==> src/rtl/wb_stage_pkg.sv <==
// Shared bus and control definitions for the write-back stage and the decoder.
// Also provides the ADDR_BUS range macro used for PC ports.
`ifndef ADDR_BUS
`define ADDR_BUS 31:0
`endif

package wb_stage_pkg;

    localparam int unsigned RD_W     = 5;
    localparam int unsigned WD_SEL_W = 2;
    localparam int unsigned DM_W     = 3;

    // Write-back source select
    localparam logic [WD_SEL_W-1:0] WB_SEL_ALU = 2'b00;
    localparam logic [WD_SEL_W-1:0] WB_SEL_MEM = 2'b01;
    localparam logic [WD_SEL_W-1:0] WB_SEL_PC4 = 2'b10;
    localparam logic [WD_SEL_W-1:0] WB_SEL_IMM = 2'b11;

    // Load funct3 codes
    localparam logic [DM_W-1:0] DM_LB  = 3'b000;
    localparam logic [DM_W-1:0] DM_LH  = 3'b001;
    localparam logic [DM_W-1:0] DM_LW  = 3'b010;
    localparam logic [DM_W-1:0] DM_LBU = 3'b100;
    localparam logic [DM_W-1:0] DM_LHU = 3'b101;

endpackage

==> src/rtl/wb_load_ext.sv <==
// Combinational load formatter: selects byte/halfword by offset and extends it.
module wb_load_ext
    import wb_stage_pkg::*;
#(
    parameter int unsigned XLEN = 32
) (
    input  logic [XLEN-1:0] rdata_i,
    input  logic [1:0]      off_i,
    input  logic [DM_W-1:0] dm_type_i,
    output logic [XLEN-1:0] data_o
);

    logic [7:0]  byte_sel;
    logic [15:0] half_sel;

    assign byte_sel = rdata_i[{off_i, 3'b000} +: 8];
    assign half_sel = rdata_i[{off_i[1], 4'b0000} +: 16];

    always_comb begin
        data_o = rdata_i;
        case (dm_type_i)
            DM_LB:   data_o = {{(XLEN-8){byte_sel[7]}}, byte_sel};
            DM_LBU:  data_o = {{(XLEN-8){1'b0}}, byte_sel};
            DM_LH:   data_o = {{(XLEN-16){half_sel[15]}}, half_sel};
            DM_LHU:  data_o = {{(XLEN-16){1'b0}}, half_sel};
            default: data_o = rdata_i;
        endcase
    end

endmodule

==> src/rtl/wb_stage.sv <==
// MEM/WB pipeline register, write-back mux, RF write port and retired-instruction counter.
// Sub-word load formatting is enabled by defining WB_LOAD_EXT_EN.
module wb_stage
    import wb_stage_pkg::*;
#(
    parameter int unsigned XLEN  = 32,
    parameter int unsigned CNT_W = 64
) (
    input  logic                clk,
    input  logic                rst,
    input  logic                stall,
    input  logic                flush,
    input  logic                mem_valid,
    input  logic [`ADDR_BUS]    mem_pc,
    input  logic [RD_W-1:0]     mem_rd,
    input  logic                mem_reg_wr,
    input  logic [WD_SEL_W-1:0] mem_wd_sel,
    input  logic [DM_W-1:0]     mem_dm_type,
    input  logic [XLEN-1:0]     mem_alu_out,
    input  logic [XLEN-1:0]     mem_rdata,
    input  logic [XLEN-1:0]     mem_imm,
    output logic                RFWr,
    output logic [RD_W-1:0]     A3,
    output logic [XLEN-1:0]     WD,
    output logic [`ADDR_BUS]    pc,
    output logic                wb_fwd_valid,
    output logic [RD_W-1:0]     wb_fwd_rd,
    output logic [XLEN-1:0]     wb_fwd_data,
    output logic [CNT_W-1:0]    instret
);

    logic                valid_q,   valid_d;
    logic [`ADDR_BUS]    pc_q,      pc_d;
    logic [RD_W-1:0]     rd_q,      rd_d;
    logic                reg_wr_q,  reg_wr_d;
    logic [WD_SEL_W-1:0] wd_sel_q,  wd_sel_d;
    logic [XLEN-1:0]     alu_out_q, alu_out_d;
    logic [XLEN-1:0]     rdata_q,   rdata_d;
    logic [XLEN-1:0]     imm_q,     imm_d;
    logic [CNT_W-1:0]    instret_q, instret_d;
    logic [XLEN-1:0]     load_data;
    logic [XLEN-1:0]     wd_c;

    // Next-state: flush wins over stall; flush only needs to clear valid
    always_comb begin
        valid_d   = valid_q;
        pc_d      = pc_q;
        rd_d      = rd_q;
        reg_wr_d  = reg_wr_q;
        wd_sel_d  = wd_sel_q;
        alu_out_d = alu_out_q;
        rdata_d   = rdata_q;
        imm_d     = imm_q;
        instret_d = instret_q;
        if (flush) begin
            valid_d = 1'b0;
        end else if (!stall) begin
            valid_d   = mem_valid;
            pc_d      = mem_pc;
            rd_d      = mem_rd;
            reg_wr_d  = mem_reg_wr;
            wd_sel_d  = mem_wd_sel;
            alu_out_d = mem_alu_out;
            rdata_d   = mem_rdata;
            imm_d     = mem_imm;
        end
        if (valid_q && !stall) begin
            instret_d = instret_q + CNT_W'(1);
        end
    end

    always_ff @(posedge clk) begin
        if (rst) begin
            valid_q   <= 1'b0;
            pc_q      <= '0;
            rd_q      <= '0;
            reg_wr_q  <= 1'b0;
            wd_sel_q  <= '0;
            alu_out_q <= '0;
            rdata_q   <= '0;
            imm_q     <= '0;
            instret_q <= '0;
        end else begin
            valid_q   <= valid_d;
            pc_q      <= pc_d;
            rd_q      <= rd_d;
            reg_wr_q  <= reg_wr_d;
            wd_sel_q  <= wd_sel_d;
            alu_out_q <= alu_out_d;
            rdata_q   <= rdata_d;
            imm_q     <= imm_d;
            instret_q <= instret_d;
        end
    end

`ifdef WB_LOAD_EXT_EN
    logic [DM_W-1:0] dm_type_q, dm_type_d;

    always_comb begin
        dm_type_d = dm_type_q;
        if (!flush && !stall) begin
            dm_type_d = mem_dm_type;
        end
    end

    always_ff @(posedge clk) begin
        if (rst) begin
            dm_type_q <= '0;
        end else begin
            dm_type_q <= dm_type_d;
        end
    end

    wb_load_ext #(
        .XLEN (XLEN)
    ) u_load_ext (
        .rdata_i   (rdata_q),
        .off_i     (alu_out_q[1:0]),
        .dm_type_i (dm_type_q),
        .data_o    (load_data)
    );
`else
    logic unused_dm_type;
    assign unused_dm_type = ^mem_dm_type;
    assign load_data      = rdata_q;
`endif

    // Write-back source mux
    always_comb begin
        wd_c = alu_out_q;
        case (wd_sel_q)
            WB_SEL_ALU: wd_c = alu_out_q;
            WB_SEL_MEM: wd_c = load_data;
            WB_SEL_PC4: wd_c = XLEN'(pc_q + 32'd4);
            WB_SEL_IMM: wd_c = imm_q;
            default:    wd_c = alu_out_q;
        endcase
    end

    assign RFWr         = valid_q & reg_wr_q & (rd_q != '0);
    assign A3           = rd_q;
    assign WD           = wd_c;
    assign pc           = pc_q;
    assign wb_fwd_valid = RFWr;
    assign wb_fwd_rd    = A3;
    assign wb_fwd_data  = WD;
    assign instret      = instret_q;

endmodule

==> config.mk <==
export PLATFORM = sky130hd
export DESIGN_NAME = wb_stage
export DESIGN_NICKNAME = d
export VERILOG_FILES = /design/src/rtl/wb_stage_pkg.sv /design/src/rtl/wb_load_ext.sv /design/src/rtl/wb_stage.sv
export SDC_FILE = /design/constraint.sdc
export NUM_CORES = 1
export LEC_CHECK = 0
export CAP_MARGIN = 0
export CELL_PAD_IN_SITES_DETAIL_PLACEMENT = 1
export CELL_PAD_IN_SITES_GLOBAL_PLACEMENT = 2
export CORE_UTILIZATION = 28
export DETAILED_ROUTE_END_ITERATION = 8
export PLACE_DENSITY_LB_ADDON = 0.1
export SLEW_MARGIN = 10
export SYNTH_ARGS = -nofsm -noshare
export SYNTH_HDL_FRONTEND = slang
export SYNTH_SLANG_ARGS = --single-unit
==> constraint.sdc <==
create_clock -name clk -period 3.8 [get_ports clk]
set_input_delay 0.57 -clock clk [delete_from_list [all_inputs] [get_ports clk]]
set_output_delay 0.57 -clock clk [all_outputs]
set_load 0.02 [all_outputs]
==> Word level (Yosys, flattened, before mapping) <==
Index checks and enable logic that the tools add are counted.
Widths: inputs -> output; s select.
{ "word_totals": {"in_bits": 144, "word_cells": 25, "reg_bits": 201, "output_inout_bits": 172} }
{ "classes": {"n_mux": 1, "n_bitwise": 4, "reduce_logical": 6, "n_addsub": 2, "eq_ne": 3} }
{ "ops": {"columns": ["op", "n"], "rows": [
  ["$pmux 32 s4", 1],
  ["$add 64x1->64 const B", 1],
  ["$add 32x3->32 const B", 1],
  ["$reduce_bool 5->1", 1],
  ["$eq 2x2->1 const B", 2],
  ["$and 1x1->1", 2],
  ["$eq 2x1->1 const B", 1],
  ["$logic_not 2->1", 1],
  ["$not 1->1", 2],
  ["$reduce_and 2->1", 1],
  ["$reduce_or 2->1", 1],
  ["$logic_and 1x1->1", 1],
  ["$logic_not 1->1", 1]
]} }

==> Depth between registers and ports, before layout <==
{ "depth": {"word_depth": 2, "mapped_depth": 8, "ltp_nobuf": 6} }

==> Worst setup path before layout <==
No wires, ideal clock.
{ "synth_timing": {"kind": "register to output", "start": "reg pc_q[2], in the netlist pc[2]", "end": "out wb_fwd_data[28]", "n_path_buf": 2, "path_stages_with_launch": 9, "t_arrival_ns": 2.412, "required_ns": 3.230, "setup_slack_ns": 0.818, "cell_sequence": "dfxtp_1 ha_1 and2_1 and4_1 buf_2 a41o_1 o21ai_0 a221oi_1 buf_4"} }
{ "synth_via": {"elab_chain_cells": 2} }
{ "synth_lines": {"columns": ["element", "line", "rtl"], "rows": [
  ["start: declaration", "wb_stage.sv:33", "logic [`ADDR_BUS] pc_q, pc_d;"],
  ["start signal: assignment", "wb_stage.sv:85", "pc_q <= pc_d;"],
  ["$add 32x3->32", "wb_stage.sv:134", "WB_SEL_PC4: wd_c = XLEN'(pc_q + 32'd4);"],
  ["$pmux 32 s4", "wb_stage.sv:131", "case (wd_sel_q)"],
  ["end: declaration", "wb_stage.sv:28", "output logic [XLEN-1:0] wb_fwd_data,"]
]} }
No other way between the ends.

==> Worst setup path after layout <==
{ "layout_timing": {"start": "reg pc_q[3], in the netlist pc[3]", "end": "out wb_fwd_data[28]"} }
The elaborated chain is that of the path after synthesis.

==> flow_summary_export.csv <==
group,metric,value,unit
status,status,"completed",
timing,fin_ws,0.1845,ns
place,place_ws,0.3525,ns
critical_path,reg2reg_to,"instret[60]",
timing,fmax,276.6,MHz
power_and_ir_drop,cellPowerDensity,418.9,mW/mm^2
power_and_ir_drop,p_leak,0.004672,uW
yosys,synthTopCellsByCount,"nand2_1 (302), dfxtp_1 (201), a21oi_1 (167)",
timing,fin_setup_tns,0,ns
clock_network,insertion_delay,0.52,ns
yosys,syn_avg_cell_area,8.243,sq um
clock_network,htree_levels,1,
worst_hold_path,hold_depth,2,
yosys,synth_most_common_cell,"nand2_1",
clock_network,cts_made_buffers,26,
place,post_dp_cell_area,0.01263,sq mm
floorplanning,fp.coreArea,0.03270,sq mm
critical_path,cp-end-kind,"output pin",
clock_network,cts_root_buf,"clkbuf_16",
global_routing,antenna_found_initial,10,
floorplanning,initial_core_util,28.66,%
layout,nets,1527,
critical_path,arrival,3.05,ns
global_routing,grtUsageTotal,18.82,%
global_routing,grt_pass1_wl,50550,um
yosys,synthTopCellsByArea,"dfxtp_1 (43%), nand2_1 (12%), a21oi_1 (8.9%)",
critical_path,ff2ff_setup_slack,1.27,ns
routing,routed_wl,32990,um
timing,hold_violations,0,
clock_network,cts_tree,"done",
layout,final_area,0.01367,sq mm
yosys,syn-num-nets,1283,
yosys,synthCells,1137,
worst_hold_path,whs_endpoint,"imm_q[3]",
layout,fillCellCount,3825,
timing,setup_viol,0,
yosys,synth_top_area_cell,"dfxtp_1",
clock_network,clkSinkCount,201,
critical_path,r2r_cells,5,
floorplanning,die_w,185.0,um
yosys,synth-edff-count,0,
timing,post-route-period-util,95.14,%
critical_path,rr_startpoint,"instret[40]",
yosys,async_flop_share,0,%
routing,wl_per_cell,17.82,um
routing,drtAntennaViolNets,0,
critical_path,cp_top_family,"buffers and inverters",
floorplanning,dieArea,0.03421,sq mm
yosys,seq_area_frac_synth,42.93,%
clock_network,clockBufferDepth,3,
timing,clock_skew,0.006901,ns
routing,drtPass1Iterations,4,
place,finalWeightedCongestion,0.7828,
power_and_ir_drop,peakVddDrop,0.3065,mV
critical_path,worstPathRequired,3.23,ns
timing,hold_ws,0.4506,ns
critical_path,worstPathCellList,"ha_2 > and2_1 > and4_4 > a41o_1 > o21ai_0 > a221oi_2 > clkdlybuf4s50_1",
routing,via_per_inst,4.839,
critical_path,path_max_fanout,8,
yosys,synth-main-ff-cell,"dfxtp_1",
timing,rsz0062_at_grt,"no",
yosys,ys_seq_elements,201,
timing,max_slew.worst_pin.slew,0.7705,ns
layout,syn_to_final_growth,45.84,%
critical_path,critPathKind,"reg -> out",
critical_path,start_kind,"flip-flop",
critical_path,cp_slowest_stage_delay,0.67,ns
place,place_hpwl,23050,um
worst_hold_path,hold_path_class,"reg -> reg",
critical_path,cp_slowest_cell,"clkdlybuf4s50_1",
global_routing,grt_max_degree,137,
critical_path,cp.buffers_inverters,1,
place,io_buffers,312,
layout,drive_gt1_share,8.280,%
yosys,syn_area,0.009373,sq mm
global_routing,grt.overflow.total,0,
floorplanning,pin_count,316,
clock_network,cts.clk_slew.worst_paths,0.06,ns
flow_run,drv_cap,0,
routing,drc_errors,0,
floorplanning,rows,66,
timing,drv_slew,0,
floorplanning,die_y,185.0,um
routing,drtIter0Drc,380,
yosys,synthDistinctLibCells,50,
yosys,ys_warn_count,0,
timing,slew-limit-headroom,48.63,%
global_routing,grt_pass1_vias,8857,
clock_network,hold_buffers,0,
timing,fin_crit,3.615,ns
routing,dr_total_vias,8957,
worst_hold_path,hold_start,"imm_q[3]",
yosys,synth_top_area_share,42.93,%
-- cells by family after synthesis --
| logic type | synth area share, % |
|---|---|
| AOI/OAI and AO/OA | 12.21 |
| adders and majority gates | 0.2669 |
| buffers and inverters | 6.408 |
| muxes | 7.035 |
| xor gates and xnor gates | 5.326 |
| DFF | 42.93 |
| and+or+nand+nor | 25.82 |
-- routing by layer --
metal | part of all wire, % | track usage (%) | vias up | routed length (um)
li1 | - | - | 4389 | -
met1 | 45 | 24.16 | 4295 | 14820
met2 | 47 | 31.40 | 221 | 15360
met3 | 6.7 | 4.738 | 44 | 2226
met4 | 1.6 | 4.562 | 8 | 536
met5 | 0.16 | 0 | - | 52
-- state kept, by name, indices dropped and copies added, names as in the netlist --
| name | count |
|---|---|
| A3 | 5 |
| alu_out_q | 32 |
| imm_q | 32 |
| instret | 64 |
| load_data | 32 |
| pc | 32 |
| reg_wr_q | 1 |
| valid_q | 1 |
| wd_sel_q | 2 |
-- final cells by class --
type                    instances  area [sq um]  share of cell area (%)
well taps                     442         553.0                   4.046
inverters                       6         22.52                  0.1648
clock inverters                15         279.0                   2.041
multi-input cells             820          4785                   35.00
repair buffers                326          3264                   23.88
flip-flops and latches        201          4028                   29.46
diodes                          8         20.02                  0.1465
clock buffers                  33         718.2                   5.254
-- layout by cell type, fill, tap and decap left out, types with 3 or more instances in the layout --
master	n
o21ai_0	23
nor3_1	8
mux2i_1	4
nor2_1	52
or4_1	11
clkinv_2	6
nand3_1	28
inv_1	6
a21oi_1	167
clkdlybuf4s50_1	309
buf_4	11
buf_12	3
nand3_2	5
dfxtp_1	198
clkbuf_16	27
nand4_1	32
nor4_1	4
diode_2	8
nor2b_1	5
dfxtp_2	3
mux4_2	27
o31ai_1	11
xor2_1	29
bufinv_16	8
and4_1	10
or3_1	21
clkbuf_1	4
and3_1	12
and2_1	5
nand2_1	302
xnor2_1	28
-- worst max path at each step --
| stage | end | slack (ns) | depth (start not counted) | startpoint |
|---|---|---|---|---|
| after floorplan | wb_fwd_data[28] | 0.82 | 8 | pc[2] |
| after global placement | wb_fwd_data[30] | 0.39 | 7 | pc[3] |
| final | wb_fwd_data[28] | 0.18 | 7 | pc[3] |
| after global routing | WD[31] | 0.02 | 6 | pc[4] |
| after CTS | wb_fwd_data[28] | 0.02 | 7 | pc[3] |
| after detailed placement | WD[30] | 0.35 | 7 | pc[3] |
-- worst register-to-register path: stages, from the launching register on --
cell and delay (ns):
dfxtp_1 0.43, nand4_1 0.28, nor4_1 0.57, nand4_1 0.47
or4_1 0.55, a21oi_1 0.15
-- per-stage QoR --
stage	util, %	total power [uW]	cells
global placement	38.61	2919	1795
detailed placement	38.61	2926	1795
CTS	41.69	5822	1843
global route	41.75	5957	1845
floorplan	-	2591	1137
finish	41.80	5726	1851
-- where the power goes --
| group | internal, uW | switching (uW) | total, uW |
|---|---|---|---|
| combinational | 331 | 304 | 635 |
| clock | 1870 | 981 | 2860 |
| sequential | 2180 | 59.3 | 2230 |
-- repair_timing --
item	in CTS	in global routing
cloned	0	0
gates resized for setup	7	4
setup endpoints to repair	12	10
pin swaps	0	0
buffers inserted	0	0
Power figures use the tool's default switching activity.
